==> config.mk <==
export PLATFORM = sky130hd
export DESIGN_NAME = alu_pipe
export DESIGN_NICKNAME = d
export VERILOG_FILES = /design/src/rtl/alu_pkg.sv /design/src/rtl/alu_core.sv /design/src/rtl/alu_pipe.sv
export SDC_FILE = /design/constraint.sdc
export NUM_CORES = 1
export LEC_CHECK = 0
export BUFFER_PORTS_ARGS = -buffer_cell sky130_fd_sc_hd__buf_4
export CORE_MARGIN = 1
export CORE_UTILIZATION = 37
export DETAILED_ROUTE_END_ITERATION = 8
export HOLD_SLACK_MARGIN = 0.08
export PLACE_DENSITY = 0.51
export SETUP_SLACK_MARGIN = 0.1
export SLEW_MARGIN = 20
export SYNTH_ARGS = -nofsm -noshare
export SYNTH_HDL_FRONTEND = slang
export SYNTH_HIERARCHICAL = 1
export SYNTH_SLANG_ARGS = --single-unit
==> constraint.sdc <==
create_clock -name clk -period 5.5 [get_ports clk]
set_input_delay 0.55 -clock clk [delete_from_list [all_inputs] [get_ports clk]]
set_output_delay 0.55 -clock clk [all_outputs]
set_load 0.02 [all_outputs]
==> src/rtl/alu_pkg.sv <==
`default_nettype none
// ============================================================================
// Module      : alu_pkg
// Description : Shared definitions for the pipelined ALU: opcode encodings,
//               flag bit positions, the result record and the compute
//               function used by the combinational core.
// Revision    : 1.0 - initial release
// ============================================================================
package alu_pkg;

    localparam int MAX_WIDTH = 64;

    localparam logic [2:0] OP_ADD = 3'b000;
    localparam logic [2:0] OP_OR  = 3'b001;
    localparam logic [2:0] OP_SHL = 3'b010;
    localparam logic [2:0] OP_SHR = 3'b011;
    localparam logic [2:0] OP_AND = 3'b100;
    localparam logic [2:0] OP_SUB = 3'b101;
    localparam logic [2:0] OP_XOR = 3'b110;
    localparam logic [2:0] OP_CMP = 3'b111;

    localparam int FLAG_Z = 0;
    localparam int FLAG_S = 1;
    localparam int FLAG_C = 2;
    localparam int FLAG_O = 3;

    typedef struct packed {
        logic [MAX_WIDTH-1:0] res;
        logic                 wr;
        logic [3:0]           flags;
    } alu_result_t;

    // Operands arrive zero-extended to MAX_WIDTH; 'width' is the active
    // datapath width and is a constant at every call site, so the masking
    // and variable bit selects fold away in synthesis.
    function automatic alu_result_t alu_compute(
        input logic [2:0]           op,
        input logic [MAX_WIDTH-1:0] a,
        input logic [MAX_WIDTH-1:0] b,
        input int                   width
    );
        logic [MAX_WIDTH-1:0] mask;
        logic [MAX_WIDTH-1:0] am;
        logic [MAX_WIDTH-1:0] bm;
        logic [MAX_WIDTH-1:0] r;
        logic [MAX_WIDTH:0]   sum;
        logic [6:0]           wbits;
        logic [5:0]           msb;
        logic [5:0]           sh;
        logic                 c;
        logic                 o;
        alu_result_t          result;

        wbits = 7'(width);
        msb   = 6'(width - 1);
        mask  = (width >= MAX_WIDTH) ? {MAX_WIDTH{1'b1}}
                                     : ((64'd1 << wbits) - 64'd1);
        am    = a & mask;
        bm    = b & mask;
        // width is a power of two, so width-1 masks the shift amount
        sh    = am[5:0] & msb;
        sum   = '0;
        r     = '0;
        c     = 1'b0;
        o     = 1'b0;

        case (op)
            OP_ADD: begin
                sum = {1'b0, am} + {1'b0, bm};
                r   = sum[MAX_WIDTH-1:0] & mask;
                c   = sum[wbits];
                o   = (am[msb] == bm[msb]) && (r[msb] != am[msb]);
            end
            OP_SUB, OP_CMP: begin
                sum = {1'b0, bm} - {1'b0, am};
                r   = sum[MAX_WIDTH-1:0] & mask;
                c   = (bm < am);
                o   = (am[msb] != bm[msb]) && (r[msb] != bm[msb]);
            end
            OP_SHL: begin
                r = (bm << sh) & mask;
                // last bit out of the top is b[width-sh]
                c = (sh != 6'd0) ? bm[6'(wbits - {1'b0, sh})] : 1'b0;
            end
            OP_SHR: begin
                r = bm >> sh;
                c = (sh != 6'd0) ? bm[sh - 6'd1] : 1'b0;
            end
            OP_OR:   r = am | bm;
            OP_AND:  r = am & bm;
            OP_XOR:  r = am ^ bm;
            default: r = '0;
        endcase

        result.res            = r;
        result.wr             = (op != OP_CMP);
        result.flags          = '0;
        result.flags[FLAG_Z]  = (r == '0);
        result.flags[FLAG_S]  = r[msb];
        result.flags[FLAG_C]  = c;
        result.flags[FLAG_O]  = o;
        return result;
    endfunction

endpackage
`default_nettype wire

==> src/rtl/alu_core.sv <==
`default_nettype none
// ============================================================================
// Module      : alu_core
// Description : Purely combinational ALU compute unit.
//   op    in  3      opcode
//   a     in  WIDTH  operand a (shift amount source for SHL/SHR)
//   b     in  WIDTH  operand b
//   res   out WIDTH  result
//   wr    out 1      result to be written back (0 for CMP)
//   flags out 4      {O,C,S,Z}
// Revision    : 1.0 - initial release
// ============================================================================
module alu_core
    import alu_pkg::*;
#(
    parameter int WIDTH = 32
) (
    input  logic [2:0]       op,
    input  logic [WIDTH-1:0] a,
    input  logic [WIDTH-1:0] b,
    output logic [WIDTH-1:0] res,
    output logic             wr,
    output logic [3:0]       flags
);

    alu_result_t w_result;

    assign w_result = alu_compute(op, MAX_WIDTH'(a), MAX_WIDTH'(b), WIDTH);
    assign res      = w_result.res[WIDTH-1:0];
    assign wr       = w_result.wr;
    assign flags    = w_result.flags;

    // Upper result bits are always zero for narrow widths.
    generate
        if (WIDTH < MAX_WIDTH) begin : g_narrow
            logic w_unused_hi;
            assign w_unused_hi = ^w_result.res[MAX_WIDTH-1:WIDTH];
        end
    endgenerate

endmodule
`default_nettype wire

==> src/rtl/alu_pipe.sv <==
`default_nettype none
// ============================================================================
// Module      : alu_pipe
// Description : Two-stage pipelined ALU with valid/ready handshakes and an
//               architectural flags register.
//   clk, rst        clock, asynchronous active-high reset
//   in_valid/ready  input handshake; in_op, in_a, in_b operation
//   out_valid/ready output handshake; out_res, out_wr, out_flags result
//   flags           architectural {O,C,S,Z}, loaded on each output handshake
// Revision    : 1.0 - initial release
// ============================================================================
module alu_pipe
    import alu_pkg::*;
#(
    parameter int WIDTH = 32
) (
    input  logic             clk,
    input  logic             rst,
    input  logic             in_valid,
    output logic             in_ready,
    input  logic [2:0]       in_op,
    input  logic [WIDTH-1:0] in_a,
    input  logic [WIDTH-1:0] in_b,
    output logic             out_valid,
    input  logic             out_ready,
    output logic [WIDTH-1:0] out_res,
    output logic             out_wr,
    output logic [3:0]       out_flags,
    output logic [3:0]       flags
);

    logic             r_s1_valid;
    logic [2:0]       r_s1_op;
    logic [WIDTH-1:0] r_s1_a;
    logic [WIDTH-1:0] r_s1_b;

    logic             r_s2_valid;
    logic [WIDTH-1:0] r_s2_res;
    logic             r_s2_wr;
    logic [3:0]       r_s2_flags;

    logic [3:0]       r_flags;

    logic             w_s2_adv;
    logic [WIDTH-1:0] w_res;
    logic             w_wr;
    logic [3:0]       w_flags;

    // Ready ripples back combinationally so a full stream never bubbles.
    assign w_s2_adv = !r_s2_valid || out_ready;
    assign in_ready = !r_s1_valid || w_s2_adv;

    always_ff @(posedge clk or posedge rst) begin
        if (rst) begin
            r_s1_valid <= 1'b0;
            r_s1_op    <= '0;
            r_s1_a     <= '0;
            r_s1_b     <= '0;
        end else if (in_ready) begin
            r_s1_valid <= in_valid;
            if (in_valid) begin
                r_s1_op <= in_op;
                r_s1_a  <= in_a;
                r_s1_b  <= in_b;
            end
        end
    end

    alu_core #(
        .WIDTH (WIDTH)
    ) u_core (
        .op    (r_s1_op),
        .a     (r_s1_a),
        .b     (r_s1_b),
        .res   (w_res),
        .wr    (w_wr),
        .flags (w_flags)
    );

    always_ff @(posedge clk or posedge rst) begin
        if (rst) begin
            r_s2_valid <= 1'b0;
            r_s2_res   <= '0;
            r_s2_wr    <= 1'b0;
            r_s2_flags <= '0;
        end else if (w_s2_adv) begin
            r_s2_valid <= r_s1_valid;
            if (r_s1_valid) begin
                r_s2_res   <= w_res;
                r_s2_wr    <= w_wr;
                r_s2_flags <= w_flags;
            end
        end
    end

    // CMP results update the flags too; only the write-back is suppressed.
    always_ff @(posedge clk or posedge rst) begin
        if (rst) begin
            r_flags <= '0;
        end else if (r_s2_valid && out_ready) begin
            r_flags <= r_s2_flags;
        end
    end

    assign out_valid = r_s2_valid;
    assign out_res   = r_s2_res;
    assign out_wr    = r_s2_wr;
    assign out_flags = r_s2_flags;
    assign flags     = r_flags;

endmodule
`default_nettype wire
==> impl_metrics.py, run 1 <==
metrics = {
    "status": {
        "outcome": "complete, no violations",
    },
    "placement": {
        "dp_cells": 2193,
        "hpwl_um": 48500,
        "buffer_ports.inserted": 113,
        "place_congestion": 1.002,
    },
    "sta": {
        "setup_viol": 0,
        "clock_skew_ps": 13.24,
        "holdWs_ps": 280.8,
        "worstMarginPinSlew_ps": 1105,
        "slew_violations": 0,
        "relSlewSlack_pct": 25.75,
        "post-route-period-util_pct": 87.18,
        "fin_tns_setup_ps": 0,
        "fin_crit_ps": 4795,
        "fmax_ghz": 0.2086,
        "rsz0062_at_grt": "false",
        "finalHoldViolations": 0,
    },
    "synthesis": {
        "ys_ff_latch": 110,
        "yosysSeqAreaShare_pct": 19.07,
        "yosys.cell_count.top_type": "nor2_1",
        "syn-mean-instance-area_sq_um": 8.729,
        "yosysWarnings": 6,
        "synth_enable_flop_cells": 0,
        "synthFlopType": "dfrtp_1",
        "synth_nets": 1827,
        "syn_inst": 1654,
        "yosys.area.top_type": "dfrtp_1",
        "yosysUniqueCellTypes": 89,
        "ys_top_cells_by_count": "nor2_1 (119), nand2_1 (116), dfrtp_1 (110), mux2_2 (102), ha_1 (100)",
        "synth.top_cell.area_share_pct": 19.07,
        "ys_top_cells_by_area": "dfrtp_1 (19%), mux4_2 (9.4%), ha_1 (8.7%)",
        "ys_async_sr_fraction_pct": 100.0,
        "syn_area_sq_um": 14440,
    },
    "cts": {
        "post_cts_buffers": 0,
        "root_buffer": "clkbuf_16",
        "cts_tree": "built",
        "cts_resized": 0,
        "htree_levels": 3,
        "insertion_delay_ps": 400,
        "cts_buffer_depth": 2,
        "clock-sinks": 110,
        "cts_hold_buf": 0,
        "path_clk_slew_ps": 80,
        "cts_buffers": 9,
    },
    "setup_path": {
        "cp.required_ps": 5830,
        "crit_slowest_cell": "mux4_2",
        "crit_fanout": 98,
        "worst-path-buf-inv": 1,
        "crit_type": "reg2reg",
        "cp_cell_sequence": "buf_12 > mux2_2 > mux4_2 > nand2_1 > o21ai_0 > a221oi_1 > a21oi_1 > nor4b_2 > o211ai_1 > or4_1 > nor3_1 > and4_1 > mux2_2",
        "worstReg2RegStart": "r_s1_a[1]$_DFFE_PP0P_",
        "crit_path_end_kind": "flip-flop",
        "critPathMaxStageDelay_ps": 590,
        "critPathTopFamily": "simple AND/OR/NAND/NOR gates",
        "arrival_ps": 5130,
        "crit_top_cell": "mux2_2",
        "crit_path_start": "r_s1_a[1]$_DFFE_PP0P_",
        "cp-start-kind": "flip-flop",
    },
    "grt": {
        "grt_usage_pct": 32.27,
        "grt_max_degree": 99,
        "grt_pass1_wl_um": 93640,
        "grt_pass1_vias": 13660,
        "antenna_found_initial": 1,
        "grt-ovfl-total": 0,
    },
    "die": {
        "initial_core_util_pct": 37.97,
        "die_area_sq_um": 39810,
        "rows": 71,
        "coreArea_sq_um": 38020,
        "ios": 114,
        "die_y_um": 199.5,
        "die_w_um": 199.5,
    },
    "route": {
        "vias": 14290,
        "wire_per_inst_um": 28.83,
        "wirelength_um": 63720,
        "viasPerCell": 6.464,
        "drt_iter0_drc": 1592,
        "dr.pass1.iters": 7,
        "drc": 0,
        "ant_nets": 0,
    },
    "finish": {
        "fin_util_pct": 42.24,
        "seq_area_sq_um": 2766,
        "multiInputGateArea_sq_um": 10610,
        "finalNetCount": 1866,
        "syn2layout_area_growth_pct": 11.24,
        "n_fill_cell": 3909,
        "layout-drive-gt1-share_pct": 24.20,
        "instances_no_fill": 2210,
    },
    "power_and_ir_drop": {
        "peakVddDrop_mv": 0.1648,
        "finalPower_w": 0.006515,
        "p_per_area_nw_per_um2": 405.7,
        "p_leak_nw": 6.942,
    },
    "hold_path": {
        "min_path_type": "in2async",
    },
    "job": {
        "drv_cap": 0,
    },
}
[kinds of logic after synthesis]
kind of cell             share of synthesized area [%]
AO/OA/AOI/OAI                                    21.28
AND/OR/NAND/NOR                                  14.29
multiplexers                                     26.79
buffers and inverters                            7.514
flip-flops                                       19.07
adder cells (fa/ha/maj)                          8.944
XOR/XNOR                                         2.123
[sequential cells by signal (all words and copies together) (netlist names)]
signal,cells
out_flags,4
out_res,32
r_s1_valid,1
r_s1_a,32
out_valid,1
r_s1_b,32
r_s1_op,3
out_wr,1
flags,4
[layout make-up]
cell class | instances | area share (%)
diodes | 1 | 0.01558
clock buffers | 11 | 1.511
clock inverters | 5 | 0.4051
inverters | 103 | 2.423
multi-input cells | 1295 | 66.07
flip-flops and latches | 110 | 17.22
well taps | 511 | 3.981
repair buffers | 174 | 8.367
[per-stage QoR]
stage	worst slack, ps	area, sq um
finish	705.3	16060
global route	592.5	16060
global placement	855.6	15750
detailed placement	829.0	15750
floorplan	1018	14440
CTS	807.2	16060
[placed cells by master, fill, tap and decap left out, drive strengths merged, types with 14 or more instances in the layout]
cell type    n
mux4        61
mux2i       89
a21o        22
nor4        14
a221oi      16
xnor2       33
a31oi       21
dfrtp      110
inv        104
a21oi       93
nor3        47
nand2      118
o22ai       19
nor2       119
ha         100
o211ai      21
a211oi      19
nand3       28
o21ai       95
buf        174
nand4       16
mux2       132
o221ai      24
nand2b      20
[final timing paths]
kind | to | slack [ps] | depth (start not counted)
min in group clk | r_s1_b[4]$_DFFE_PP0P_ | 370 | 2
worst max register to register | out_flags[0]$_DFFE_PP0P_ | 710 | 13
max in group asynchronous | r_s1_a[1]$_DFFE_PP0P_ | 4290 | 3
worst max-delay path | out_flags[0]$_DFFE_PP0P_ | 710 | 13
worst min register to register | flags[2]$_DFFE_PP0P_ | 510 | 1
worst min-delay path | out_flags[3]$_DFFE_PP0P_ | 280 | 2
[routing by layer]
layer | vias to the layer above | track usage (%) | wire length (um)
li1 | 6280 | - | -
met1 | 7141 | 45.64 | 28330
met2 | 757 | 49.07 | 28190
met3 | 107 | 5.671 | 5309
met4 | 0 | 10.94 | 1887
met5 | - | 0 | 0
[where the power goes]
group	internal, W	switching (W)	total, W
clock	0.000371	0.000352	0.000723
combinational	0.00176	0.00278	0.00454
sequential	0.00102	0.000231	0.00125
total	0.00315	0.00337	0.00652
(Power assumes the default switching activity.)
==> run 2, diff against run 1 <==
--- a/config.mk
+++ b/config.mk
@@ -8,6 +8,7 @@
 export BUFFER_PORTS_ARGS = -buffer_cell sky130_fd_sc_hd__buf_4
 export CORE_MARGIN = 1
 export CORE_UTILIZATION = 37
+export CTS_BUF_LIST = sky130_fd_sc_hd__clkbuf_16
 export DETAILED_ROUTE_END_ITERATION = 8
 export HOLD_SLACK_MARGIN = 0.08
 export PLACE_DENSITY = 0.51
==> impl_metrics.py, run 2 (synthesis gave the netlist of run 1 again) <==
metrics = {
    "status": {
        "outcome": "complete, no violations",
    },
    "sta": {
        "fin_tns_setup_ps": 0,
        "post-route-period-util_pct": 87.13,
        "fmax_ghz": 0.2087,
        "worstMarginPinSlew_ps": 1099,
        "rsz0062_at_grt": "false",
        "setup_viol": 0,
        "slew_violations": 0,
        "fin_crit_ps": 4792,
        "relSlewSlack_pct": 26.72,
        "clock_skew_ps": 14.16,
        "finalHoldViolations": 0,
    },
    "cts": {
        "cts_buffer_depth": 2,
        "cts_buffers": 9,
        "cts_resized": 0,
        "root_buffer": "clkbuf_16",
        "htree_levels": 3,
        "clock-sinks": 110,
        "cts_hold_buf": 0,
        "insertion_delay_ps": 400,
        "cts_tree": "built",
        "path_clk_slew_ps": 80,
        "post_cts_buffers": 0,
    },
    "power_and_ir_drop": {
        "p_leak_nw": 6.941,
        "finalPower_w": 0.006496,
        "p_per_area_nw_per_um2": 404.7,
        "peakVddDrop_mv": 0.1647,
    },
    "hold_path": {
        "min_path_type": "in2async",
    },
    "setup_path": {
        "cp.required_ps": 5830,
        "crit_fanout": 98,
        "crit_type": "reg2reg",
        "crit_path_end_kind": "flip-flop",
        "arrival_ps": 5130,
        "cp-start-kind": "flip-flop",
    },
    "route": {
        "wirelength_um": 63700,
        "drt_iter0_drc": 1592,
        "ant_nets": 0,
        "viasPerCell": 6.458,
        "dr.pass1.iters": 6,
        "wire_per_inst_um": 28.82,
        "vias": 14270,
        "drc": 0,
    },
    "job": {
        "drv_cap": 0,
    },
    "finish": {
        "final_common_cell": "buf_4",
        "syn2layout_area_growth_pct": 11.17,
        "most-common-layout-cells": "buf_4 (171), nor2_1 (118), nand2_1 (116)",
        "n_fill_cell": 3910,
        "layout-drive-gt1-share_pct": 24.15,
        "finalNetCount": 1866,
    },
    "die": {
        "coreArea_sq_um": 38020,
        "initial_core_util_pct": 37.97,
        "die_area_sq_um": 39810,
        "rows": 71,
        "die_w_um": 199.5,
        "die_y_um": 199.5,
        "ios": 114,
    },
    "grt": {
        "grt_max_degree": 99,
        "grt_pass1_vias": 13660,
        "grt-ovfl-total": 0,
        "antenna_found_initial": 1,
        "grt_usage_pct": 32.27,
        "grt_pass1_wl_um": 93640,
    },
    "placement": {
        "hpwl_um": 48500,
        "buffer_ports.inserted": 113,
        "place_congestion": 1.002,
    },
}
-- run 2: cell count changes in the layout (fill, tap and decap cells not counted), sizes merged --
cell | previous run | this run
clkbuf | 11 | 9
clkinv | 1 | 2
inv | 104 | 105
-- run 2: final timing paths --
path | from | end | slack, ps | depth (start not counted)
max | r_s1_a[1]$_DFFE_PP0P_ | out_flags[0]$_DFFE_PP0P_ | 710 | 13
min | rst | out_flags[3]$_DFFE_PP0P_ | 280 | 2
max reg2reg | r_s1_a[1]$_DFFE_PP0P_ | out_flags[0]$_DFFE_PP0P_ | 710 | 13
min reg2reg | flags[2]$_DFFE_PP0P_ | flags[2]$_DFFE_PP0P_ | 510 | 1
max in group asynchronous | rst | r_s1_a[1]$_DFFE_PP0P_ | 4300 | 3
min in group clk | in_b[4] | r_s1_b[4]$_DFFE_PP0P_ | 370 | 2
-- run 2: worst max-delay path, cell delays in order, from the launching register on --
cell and delay [ps]:
dfrtp_4 440, buf_12 410, mux2_2 440, mux4_2 590, nand2_1 110, o21ai_0 70, a221oi_1 430, a21oi_1 220
nor4b_2 520, o211ai_1 140, or4_1 530, nor3_1 340, and4_1 240, mux2_2 140
-- run 2: per-layer routing --
layer,vias up,track usage (%),wire length [um]
li1,6276,-,-
met1,7152,45.64,28360
met2,739,49.07,28100
met3,105,5.671,5271
met4,0,10.94,1967
met5,-,0,0
-- run 2: layout make-up --
class / instances / area (sq um) / share of cell area (%)
Tap cell: 511 / 639.4 / 3.983
Clock buffer: 9 / 225.2 / 1.403
Multi-Input combinational cell: 1295 / 10610 / 66.11
Timing Repair Buffer: 174 / 1344 / 8.372
Sequential cell: 110 / 2766 / 17.24
Clock inverter: 7 / 72.57 / 0.4521
Inverter: 103 / 389.1 / 2.424
Antenna cell: 1 / 2.502 / 0.01559
-- run 2: stage by stage --
stage / hold slack [ps] / cells / setup slack, ps / utilization, % / area (sq um)
finish: 280.5 / 2210 / 707.6 / 42.21 / 16050
global route: 324.6 / 2209 / 591.6 / 42.21 / 16050
CTS: 300.4 / 2209 / 806.4 / 42.21 / 16050
detailed placement: 494.7 / 2193 / 829.0 / 41.42 / 15750
global placement: 489.7 / 2193 / 855.6 / 41.42 / 15750
floorplan: 488.0 / 1654 / 1018 / - / 14440
-- run 2: report_power, final --
part / switching, W / total [W] / internal, W
logic: 0.00278 / 0.00454 / 0.00176
registers: 0.000231 / 0.00125 / 0.00102
clock network: 0.000351 / 0.000705 / 0.000355
total: 0.00336 / 0.00650 / 0.00313
